$ cat src/rtl/store_buffer.sv
// Circular store buffer: in-order allocation at issue, out-of-order execute
// writeback, youngest-first load bypass, and in-order drain of committed stores.
module store_buffer #(
  parameter int WORD_SIZE_P  = 16,
  parameter int SB_ENTRY     = 8,
  parameter int CDB_SB_WIDTH = $clog2(SB_ENTRY) + 2 * WORD_SIZE_P
) (
  input  logic                          clk_i,
  input  logic                          reset_i,
  input  logic                          alloc_v_i,
  output logic                          alloc_ready_o,
  output logic [$clog2(SB_ENTRY)-1:0]   alloc_sb_num_o,
  input  logic                          lsu_sb_v_i,
  input  logic [CDB_SB_WIDTH-1:0]       lsu_sb_i,
  input  logic [WORD_SIZE_P-1:0]        exe_ld_bypass_addr_i,
  input  logic [$clog2(SB_ENTRY)-1:0]   exe_ld_bypass_sb_num_i,
  output logic                          sb_ld_bypass_valid_o,
  output logic [WORD_SIZE_P-1:0]        sb_ld_bypass_value_o,
  input  logic                          commit_v_i,
  output logic                          mem_w_v_o,
  output logic [WORD_SIZE_P-1:0]        mem_w_addr_o,
  output logic [WORD_SIZE_P-1:0]        mem_w_data_o,
  input  logic                          mem_w_ready_i,
  input  logic                          mispredict_i,
  output logic                          empty_o
);

  localparam int SBW = $clog2(SB_ENTRY);

  logic [SB_ENTRY-1:0]    r_busy;
  logic [SB_ENTRY-1:0]    r_exec;
  logic [WORD_SIZE_P-1:0] r_addr [SB_ENTRY];
  logic [WORD_SIZE_P-1:0] r_data [SB_ENTRY];
  logic [SBW-1:0]         r_head;
  logic [SBW-1:0]         r_cmt;
  logic [SBW-1:0]         r_tail;
  logic [SBW:0]           r_count;
  logic [SBW:0]           r_ncmt;

  logic [SBW-1:0]         w_wb_num;
  logic [WORD_SIZE_P-1:0] w_wb_addr;
  logic [WORD_SIZE_P-1:0] w_wb_data;
  logic                   w_alloc;
  logic                   w_exec_wr;
  logic                   w_drain;
  logic [SBW-1:0]         w_cmt_nxt;
  logic [SBW:0]           w_ncmt_nxt;
  logic [SBW:0]           w_n_uncmt;
  logic [SB_ENTRY-1:0]    w_busy_nxt;
  logic [SB_ENTRY-1:0]    w_exec_nxt;
  logic [SBW-1:0]         w_byp_dist;
  logic [SBW-1:0]         w_byp_idx;

  assign w_wb_num  = lsu_sb_i[CDB_SB_WIDTH-1 -: SBW];
  assign w_wb_addr = lsu_sb_i[2*WORD_SIZE_P-1 -: WORD_SIZE_P];
  assign w_wb_data = lsu_sb_i[WORD_SIZE_P-1:0];

  assign alloc_ready_o  = r_count < (SBW+1)'(SB_ENTRY);
  assign alloc_sb_num_o = r_tail;
  assign empty_o        = r_count == '0;

  assign w_alloc   = alloc_v_i && alloc_ready_o && !mispredict_i;
  assign w_exec_wr = lsu_sb_v_i && !mispredict_i && r_busy[w_wb_num];

  // Only committed stores may leave; an explicit committed count avoids the
  // head==cmt ambiguity between "none committed" and "all committed".
  assign mem_w_v_o    = r_busy[r_head] && r_exec[r_head] && (r_ncmt != '0);
  assign mem_w_addr_o = mem_w_v_o ? r_addr[r_head] : '0;
  assign mem_w_data_o = mem_w_v_o ? r_data[r_head] : '0;
  assign w_drain      = mem_w_v_o && mem_w_ready_i;

  assign w_cmt_nxt  = r_cmt + SBW'(commit_v_i);
  assign w_ncmt_nxt = r_ncmt + (SBW+1)'(commit_v_i) - (SBW+1)'(w_drain);
  assign w_n_uncmt  = r_count - r_ncmt - (SBW+1)'(commit_v_i);

  // NOTE: always_comb assigns every output a default before any condition,
  // so no path leaves a value held and no latch is inferred.
  always_comb begin
    w_busy_nxt = r_busy;
    w_exec_nxt = r_exec;
    if (w_exec_wr) w_exec_nxt[w_wb_num] = 1'b1;
    if (w_alloc) begin
      w_busy_nxt[r_tail] = 1'b1;
      w_exec_nxt[r_tail] = 1'b0;
    end
    if (w_drain) begin
      w_busy_nxt[r_head] = 1'b0;
      w_exec_nxt[r_head] = 1'b0;
    end
    for (int i = 0; i < SB_ENTRY; i++) begin
      if (mispredict_i && ({1'b0, SBW'(SBW'(i) - w_cmt_nxt)} < w_n_uncmt)) begin
        w_busy_nxt[i] = 1'b0;
        w_exec_nxt[i] = 1'b0;
      end
    end
  end

  // NOTE: state registers use non-blocking assignment so every flop samples
  // the pre-edge values regardless of statement order.
  always_ff @(posedge clk_i) begin
    if (reset_i) begin
      r_head  <= '0;
      r_cmt   <= '0;
      r_tail  <= '0;
      r_count <= '0;
      r_ncmt  <= '0;
      r_busy  <= '0;
      r_exec  <= '0;
    end else begin
      r_head <= r_head + SBW'(w_drain);
      r_cmt  <= w_cmt_nxt;
      r_ncmt <= w_ncmt_nxt;
      r_busy <= w_busy_nxt;
      r_exec <= w_exec_nxt;
      if (mispredict_i) begin
        r_tail  <= w_cmt_nxt;
        r_count <= w_ncmt_nxt;
      end else begin
        r_tail  <= r_tail + SBW'(w_alloc);
        r_count <= r_count + (SBW+1)'(w_alloc) - (SBW+1)'(w_drain);
      end
    end
  end

  // NOTE: the address/data array is deliberately not reset; busy/exec gate
  // every use of it, so stale contents are never observable.
  always_ff @(posedge clk_i) begin
    if (w_exec_wr) begin
      r_addr[w_wb_num] <= w_wb_addr;
      r_data[w_wb_num] <= w_wb_data;
    end
  end

  // Youngest-first scan of [head, sb_num); the first executed match wins.
  assign w_byp_dist = exe_ld_bypass_sb_num_i - r_head;

  always_comb begin
    sb_ld_bypass_valid_o = 1'b0;
    sb_ld_bypass_value_o = '0;
    w_byp_idx            = '0;
    for (int k = 0; k < SB_ENTRY; k++) begin
      w_byp_idx = exe_ld_bypass_sb_num_i - SBW'(k + 1);
      if (!sb_ld_bypass_valid_o && (k < int'(w_byp_dist)) &&
          r_busy[w_byp_idx] && r_exec[w_byp_idx] &&
          (r_addr[w_byp_idx] == exe_ld_bypass_addr_i)) begin
        sb_ld_bypass_valid_o = 1'b1;
        sb_ld_bypass_value_o = r_data[w_byp_idx];
      end
    end
  end

  a_commit_contract: assert property (@(posedge clk_i) disable iff (reset_i)
    commit_v_i |-> (r_busy[r_cmt] && r_exec[r_cmt] && (r_count != r_ncmt)));

endmodule

$ cat config.mk
export PLATFORM = sky130hd
export DESIGN_NAME = store_buffer
export DESIGN_NICKNAME = d
export VERILOG_FILES = /design/src/rtl/store_buffer.sv
export SDC_FILE = /design/constraint.sdc
export NUM_CORES = 1
export LEC_CHECK = 0
export ABC_CLOCK_PERIOD_IN_PS = 6610
export CAP_MARGIN = 20
export CORE_ASPECT_RATIO = 1.2
export CORE_MARGIN = 4
export CORE_UTILIZATION = 60
export CTS_CLUSTER_SIZE = 40
export DETAILED_ROUTE_END_ITERATION = 10
export PLACE_DENSITY = 0.79
export SYNTH_ARGS = -nofsm -noshare
export SYNTH_HDL_FRONTEND = slang
export SYNTH_SLANG_ARGS = --single-unit
$ cat constraint.sdc
create_clock -name clk_i -period 6.61 [get_ports clk_i]
set_input_delay 0.661 -clock clk_i [delete_from_list [all_inputs] [get_ports clk_i]]
set_output_delay 0.661 -clock clk_i [all_outputs]
set_load 0.005 [all_outputs]
Yosys cells after proc, flatten, opt, wreduce, memory -nomap -nowiden. Memories as Yosys holds them, arrays and structs flattened. A register that Yosys moved wholly into a read port is not among the register bits. Cells that the tools add are included.

Add/subtract/negate cells: 25. $lt $le $gt $ge: 29. Equal/unequal tests: 7. Muxes and demuxes: 67. Bitwise operators: 7. Reduce and logical (&&, ||, !) cells: 62.

Operators by type and width (number): $mux 16 (9); $eq 16x16->1 (7); $bmux 1 s3 (17); $logic_and 1x1->1 (45); $lt 3x4->1 const B (10); $mux 8 (5); $lt 3x4->1 (8); $mux 1 (29); $and 8x8->8 (3); $not 8->8 (2); $or 8x8->8 (2); $reduce_or 2->1 (8); $sub 3x3->3 const A (4); $sub 3x3->3 const B (4); $sub 4x1->4 (3); $add 3x1->3 (3); $demux 1 s3 (3); $ge 3x1->1 const B (3); $lt 3x3->1 const A (3); $mux 3 (3); $add 4x1->4 (2); $logic_not 1->1 (7); $lt 1x3->1 const A (2); $lt 2x3->1 const A (2); other kinds (10) (13).

Register bits: 33. Memory bits (writable): 256. Input bits: 61. Output and inout bits: 55. Logic and storage cells: 220. Memories kept: 2.

Memory list: r_addr (words 8, width 16, read ports 8, clocked after Yosys merged registers in 1, write ports 1, line 32) `logic [WORD_SIZE_P-1:0] r_addr [SB_ENTRY];`; r_data (words 8, width 16, read ports 8, clocked after Yosys merged registers in 1, write ports 1, line 33) `logic [WORD_SIZE_P-1:0] r_data [SB_ENTRY];`.

Logic depth before layout (Yosys ltp). Gate-level depths: netlist of run 1.

Depth after elaboration: 43. Gate-level depth with buffers: 20. Gate-level depth less buffers: 16.

Worst setup path after synthesis of run 1. Ideal clock, no wire load.

Path kind: input port to output port. From: input port exe_ld_bypass_sb_num_i[0]. To: output port sb_ld_bypass_value_o[10]. Data arrival time: 4.835 ns. Required time: 5.949 ns. Slack: 1.114 ns. Cell stages on the path: 16. Buffers on the path: 5. Cells stage by stage: buf_6 -> inv_1 -> buf_1 -> ha_1 -> buf_2 -> clkbuf_1 -> mux4_2 -> xor2_1 -> o21ai_0 -> nand3_1 -> or4_4 -> nor4_4 -> buf_6 -> a31oi_1 -> a221o_1 -> a211o_1.

Longest elaborated chain between the ends: 43. Elaborated cells on any way between the ends: 98. Those cells by class: add/sub (8); order compare (7); eq/ne (7); mux (41); reduce/logical (33); memory (2).

Ends and longest elaborated chain: from (decl) (line 16) `input logic [$clog2(SB_ENTRY)-1:0] exe_ld_bypass_sb_num_i,`; parallel branches: the longest is 42 deep, another holds $mem_v2 8x16; $mux 16 (*) (line 143) `if (!sb_ld_bypass_valid_o && (k < int'(w_byp_dist)) &&`; to (decl) (line 18) `output logic [WORD_SIZE_P-1:0] sb_ld_bypass_value_o,`.

Mark *: on every way between the ends. The select of a mux whose other input is x is not followed.

Worst setup path after layout of run 1.
From: input port exe_ld_bypass_sb_num_i[0]. To: output port sb_ld_bypass_value_o[5].

The elaborated chain is that of the path after synthesis.

==> metrics.txt, run 1 <==
status=completed; Die Y=229 um; clock tree sinks=289; Skew-Pair Late Insertion Delay=0.59 ns; most frequent cell after synthesis=nand2_1; max cap viols=0; wire per inst=29.6 um; CTS tree=built; Slew Limit Headroom=26.8%; die area=0.0439 mm^2; postcts setup bufs=0; I/O Buffers=115; Worst R2R Path Depth=15; Routed met3 length=10.2 mm; Top Metal Used=met4; first drt pass iteration count=7; Initial Util=61.0%; Post-synth EDFFs=256; Critical Path RT=5.95 ns; PwrDens=180 mW/mm^2; htree depth=1; design area=0.0270 mm^2; Met2 Wirelength=37.6 mm; initial DRC count=3414; Die Wd=192 um; fill cell count=2793; first-pass GRT wire length=119 mm; clk slew on worst S/H paths=0.06 ns; cells along the critical path=buf_8 -> buf_12 -> nor2_1 -> buf_4 -> a22o_1 -> a221oi_1 -> xor2_1 -> or4_1 -> nor4_4 -> o2111a_1 -> buf_4 -> a31oi_1 -> a221o_1 -> a211o_1 -> clkdlybuf4s50_1; largest net degree at the start of global routing=128; All-Layer GR Usage=35.0%; top cells by area, synth=edfxtp_1 (32%), mux4_2 (24%), mux2i_1 (4.9%); clk_skew=0.0243 ns; fin crit share=97.3%; Setup CP Type=in2out; WL final=79.1 mm; Core Area=0.0399 mm^2; r2r endpoint=r_count[2]; Lkg Pwr=9.32 nW; CP Capture Type=output port; CTS Buf Count=28; # hold bufs at CTS=0; FF-to-FF setup slack=2.92 ns; Distinct cells, synth=90; RePlAce Congestion=1.01; root buffer cell=clkbuf_16; syn nets=2185; DRC viols=0; Post-synth ARST share=0%; top-area cell type share of the netlist area=31.6%; RSZ-0062 raised after global routing=no; syn_area_per_cell=11.7 um^2; vias in the first global route=20166; post-route minimum period=6.43 ns; Final Slew Violations=0; HP Start=r_exec[7]; Final Setup Violations=0; IO Pins=116; crit path launch type=input pin; Worst Path Max Fanout=117; Top FF cell, synth=edfxtp_1; final hold violations=0; Crit path largest cell delay=0.64 ns; Final nets=2219; worst-margin pin slew=1.09 ns; area grow syn2layout=10.8%; HPWL Detailed=51.9 mm; WL met1=25.9 mm; hold path depth=2; Rows=80; total gr overflow=0; vias=20735; register bit total from synthesis=289; Clock Tree Buf Depth=3; setup TNS=0 ns; Mapped Cells=2083; Hold Crit Endpoint=r_exec[7]; fmax=155 MHz; CP max stage cell=or4_1; most used cell along the critical path=buf_4; Post-synth top cells=nand2_1 (281), mux4_2 (259), edfxtp_1 (256); Vias/cell=7.75; Hold WC Path Type=reg2reg; share of layout cells above drive strength 1=19.9%; Yosys top cell by area=edfxtp_1; Post-DP Area=0.0260 mm^2; peak supply drop=0.000209 V; Post-Syn Area=0.0244 mm^2; Total Power=4.86 mW; initial antenna violation count=3; post-route ant nets=0; Seq/Total Area, Yosys=34.3%; reg2reg start=r_head[1]; YS warnings=0; Resized Gates After CTS=0; Arrival @ worst endpoint=5.77 ns
kinds of logic after synthesis:
group	after synthesis	share of synthesized area, %
xor+xnor	141	5.22
flops	289	34.3
simple gates	623	12.4
buf+inv	216	4.57
fa+ha+maj	41	2.26
mux	396	30.5
compound gates	377	10.8
final cells by class:
type                       instances  area [um^2]  share of cell area (%)
multi-input combinational       1579        15100                    55.9
tap                              533          667                    2.47
timing repair buffer             188         1810                    6.70
antenna                            3         7.51                  0.0278
inverter                          31          116                   0.431
sequential                       289         8350                    30.9
clock inverter                    14          173                   0.640
clock buffer                      38          769                    2.85
cell usage in the layout, fill, tap and decap left out, types with 42 or more instances in the layout:
cell type | synthesis | layout
a21oi_1 | 47 | 47
buf_4 | 14 | 64
clkdlybuf4s50_1 | 0 | 112
edfxtp_1 | 256 | 256
mux2i_1 | 120 | 120
mux4_2 | 259 | 259
nand2_1 | 281 | 281
nand3_1 | 43 | 42
nor2_1 | 93 | 87
nor4_1 | 46 | 46
o22ai_1 | 134 | 134
xnor2_1 | 91 | 90
xor2_1 | 46 | 43
where the power goes:
part | switching [mW] | total, mW | internal [mW]
Combinational | 0.683 | 1.21 | 0.528
Clock | 0.700 | 1.64 | 0.939
Sequential | 0.0140 | 2.01 | 2.00
Total | 1.40 | 4.86 | 3.47
worst max path at each step:
stage / cells past startpoint / to / slack [ns] / start
after detailed placement: 14 / sb_ld_bypass_value_o[14] / 0.12 / exe_ld_bypass_sb_num_i[0]
after floorplan: 16 / sb_ld_bypass_value_o[10] / 1.11 / exe_ld_bypass_sb_num_i[0]
after global placement: 14 / sb_ld_bypass_value_o[5] / 0.19 / exe_ld_bypass_sb_num_i[0]
final: 15 / sb_ld_bypass_value_o[5] / 0.18 / exe_ld_bypass_sb_num_i[0]
after CTS: 14 / sb_ld_bypass_value_o[14] / 0.11 / exe_ld_bypass_sb_num_i[0]
after global routing: 15 / sb_ld_bypass_value_o[1] / 0.08 / exe_ld_bypass_sb_num_i[0]
per-layer routing:
layer / up-vias / global-route usage [%]
met4: 0 / 19.7
met3: 428 / 7.39
met1: 10027 / 44.0
met5: - / 0
met2: 1862 / 56.5
li1: 8418 / -
stage by stage:
| step | instances | setup slack, ns | utilization, % | hold WS, ns |
|---|---|---|---|---|
| 2_1_floorplan | 2083 | 1.11 | - | 0.481 |
| 3_3_place_gp | 2616 | 0.185 | 65.0 | 0.508 |
| 3_5_place_dp | 2616 | 0.124 | 65.0 | 0.511 |
| 4_1_cts | 2668 | 0.111 | 67.4 | 0.521 |
| 5_1_grt | 2675 | 0.0779 | 67.6 | 0.586 |
| 6_report | 2675 | 0.176 | 67.6 | 0.525 |
worst max-delay path: cells and delay by family:
family / cells / cell delay [ns]
buffers and inverters: 5 / 1.82
AND/OR/NAND/NOR: 3 / 1.59
XOR/XNOR: 1 / 0.17
AO/OA/AOI/OAI: 6 / 1.47
registers in the layout, indices dropped and copies added, names as in the netlist:
name,cells
r_ncmt,4
r_exec,8
r_head,3
r_data,128
r_count,4
r_cmt,3
r_busy,8
r_addr,128
alloc_sb_num_o,3
Note: power is estimated with default switching activity, not from simulation.
==> inputs of run 2 (changes only) <==
--- a/config.mk
+++ b/config.mk
@@ -12,6 +12,7 @@
 export CORE_UTILIZATION = 60
 export CTS_CLUSTER_SIZE = 40
 export DETAILED_ROUTE_END_ITERATION = 10
+export MAX_ROUTING_LAYER = met4
 export PLACE_DENSITY = 0.79
 export SYNTH_ARGS = -nofsm -noshare
 export SYNTH_HDL_FRONTEND = slang
==> run 2 against run 1 <==
Net effect: flip-flop and latch count did not move; sequential share of layout area barely moved; clock skew fell by 0.0098 ns; total power barely moved; utilization fell by 0.081 points; cell count fell by 0.22%; count of clock-buffer cells in the layout fell by 6; wire length rose by 0.23%.
==> metrics.txt, run 2 (synthesis results as in run 1) <==
Worst R2R Path Depth=15 (unchanged); Final Slew Violations=0 (unchanged); worst setup margin=0.277 ns (was 0.176 ns); Layout Cells excl Fill=2669 (was 2675); Die Wd=192 um (unchanged); Post-DP Area=0.0259 mm^2 (was 0.0260 mm^2); area grow syn2layout=10.6% (was 10.8%); I/O Buffers=115 (unchanged); most common cell after layout, fill and taps aside=nand2_1 (unchanged); fin crit share=95.8% (was 97.3%); initial antenna violation count=1 (was 3); root buffer cell=clkbuf_16 (unchanged); Vias/cell=7.76 (was 7.75); Internal Power=3.48 mW (was 3.47 mW); most frequent cells in the layout=nand2_1 (281), mux4_2 (259), edfxtp_1 (256) (unchanged); die area=0.0439 mm^2 (unchanged); vias in the first global route=20167 (was 20166); wire per inst=29.7 um (was 29.6 um); design area=0.0269 mm^2 (was 0.0270 mm^2); vias=20703 (was 20735); # diodes=0 (was 3); DRC viols=0 (unchanged); Hold Slack=0.525 ns (about the same); IO Pins=116 (unchanged); first drt pass iteration count=8 (was 7); RePlAce Congestion=1.04 (was 1.01); Hold Crit Endpoint=r_exec[7] (unchanged); Clock power frac=34.0% (was 33.7%); Slew Limit Headroom=22.0% (was 26.8%); Crit path largest cell delay=0.63 ns (was 0.64 ns); RSZ-0062 raised after global routing=no (unchanged); CP max stage cell=or4_1 (unchanged); largest net degree at the start of global routing=119 (was 128); Die Y=229 um (unchanged); max cap viols=0 (unchanged); PwrDens=180 mW/mm^2 (about the same); setup TNS=0 ns (unchanged); Skew-Pair Late Insertion Delay=0.58 ns (was 0.59 ns); worst-margin pin slew=1.17 ns (was 1.09 ns); Arrival @ worst endpoint=5.67 ns (was 5.77 ns); Final Setup Violations=0 (unchanged); clk slew on worst S/H paths=0.06 ns (about the same); Setup CP Type=in2out (unchanged); fill cell count=2857 (was 2793); status=completed (unchanged); Seq pwr share=41.4% (about the same); HPWL Detailed=52.9 mm (was 51.9 mm); # hold bufs at CTS=0 (unchanged); final hold violations=0 (unchanged); fmax=158 MHz (was 155 MHz); Clock Tree Buf Depth=3 (unchanged); Critical Path RT=5.95 ns (about the same); htree depth=1 (unchanged); switching power=1.38 mW (was 1.40 mW); dpl ws=0.0810 ns (was 0.124 ns); share of layout cells above drive strength 1=19.9% (about the same); CTS tree=built (unchanged); FF-to-FF setup slack=3.13 ns (was 2.92 ns); peak supply drop=0.000197 V (was 0.000209 V); dpl cells=2613 (was 2616); All-Layer GR Usage=36.3% (was 35.0%); first-pass GRT wire length=120 mm (was 119 mm); r2r endpoint=r_count[2] (unchanged); Worst Path Max Fanout=95 (was 117); post-route ant nets=0 (unchanged); sw frac=28.4% (was 28.7%); Rows=80 (unchanged); HP Start=r_exec[7] (unchanged); hold path depth=2 (unchanged); Hold WC Path Type=reg2reg (unchanged); post-route minimum period=6.33 ns (was 6.43 ns); crit path launch type=input pin (unchanged); WL final=79.3 mm (was 79.1 mm); CTS Buf Count=29 (was 28); Total Power=4.86 mW (about the same); cells along the critical path=clkbuf_8 -> buf_12 -> buf_6 -> mux2i_1 -> a22o_1 -> a221oi_1 -> xor2_1 -> or4_1 -> nor4_4 -> o2111a_1 -> buf_4 -> a31oi_1 -> a221o_1 -> a211o_1 -> clkdlybuf4s50_1 (was buf_8 -> buf_12 -> nor2_1 -> buf_4 -> a22o_1 -> a221oi_1 -> xor2_1 -> or4_1 -> nor4_4 -> o2111a_1 -> buf_4 -> a31oi_1 -> a221o_1 -> a211o_1 -> clkdlybuf4s50_1); initial DRC count=3765 (was 3414); Largest regs=r_addr x128, r_data x128 (unchanged); final core occ=67.5% (was 67.6%); Initial Util=61.0% (unchanged); CP Capture Type=output port (unchanged); clock tree sinks=289 (unchanged); Core Area=0.0399 mm^2 (unchanged); Final nets=2217 (was 2219); reg2reg start=r_head[2] (was r_head[1]); Lkg Pwr=9.30 nW (was 9.32 nW); total gr overflow=0 (unchanged); clk_skew=0.0145 ns (was 0.0243 ns); Logic pwr share=24.6% (was 24.9%)
[run 2: cell count changes in the layout (fill, tap and decap cells not counted), moves of 2 or more]
cell	change
clkbuf_1	-5
buf_12	-4
diode_2	-3
clkinv_1	+3
inv_6	+2
clkinv_8	-2
[run 2: worst max-delay path by stage]
stage | end | from | depth (start not counted) | slack [ns]
finish | sb_ld_bypass_value_o[1] | exe_ld_bypass_sb_num_i[1] | 15 | 0.28
global route | sb_ld_bypass_value_o[0] | exe_ld_bypass_sb_num_i[1] | 15 | 0.07
CTS | sb_ld_bypass_value_o[1] | exe_ld_bypass_sb_num_i[0] | 14 | 0.08
detailed placement | sb_ld_bypass_value_o[1] | exe_ld_bypass_sb_num_i[0] | 14 | 0.08
global placement | sb_ld_bypass_value_o[5] | exe_ld_bypass_sb_num_i[0] | 13 | 0.09
floorplan | sb_ld_bypass_value_o[10] | exe_ld_bypass_sb_num_i[0] | 16 | 1.11
[run 2: final cells by class]
type / count / area, um^2 / area share, %
clock buffers: 32 / 737 / 2.73
well taps: 533 / 667 / 2.47
repair buffers: 186 / 1780 / 6.62
flip-flops and latches: 289 / 8350 / 31.0
inverters: 31 / 116 / 0.432
clock inverters: 20 / 214 / 0.794
multi-input cells: 1578 / 15100 / 56.0
[run 2: per-layer routing]
layer  track usage (%)  part of all wire [%]  vias up
met4              16.5                   5.8        0
met1              45.9                    34     9991
li1                  -                     -     8398
met5                 -                     0        -
met3              6.26                    12      404
met2              57.7                    48     1910
[run 2: repair_timing]
item                                    in CTS  in global routing
endpoints found under the setup margin       0                 16
gates resized for setup                      0                  3
buffers inserted                             0                  3
[run 2: worst max-delay path, delay by kind of cell]
kind / cells / cell delay (ns)
xor+xnor: 1 / 0.18
simple gates: 2 / 1.17
buf+inv: 5 / 1.84
compound gates: 6 / 1.65
mux: 1 / 0.12
[run 2: power groups by stage]
stage	Clock (mW)	Sequential [mW]	Combinational (mW)
6_report	1.65	2.01	1.20
3_3_place_gp	0	2.05	1.13
4_1_cts	1.67	2.01	1.17
2_1_floorplan	0	2.05	0.865
5_1_grt	1.76	2.01	1.29
3_5_place_dp	0	2.05	1.16
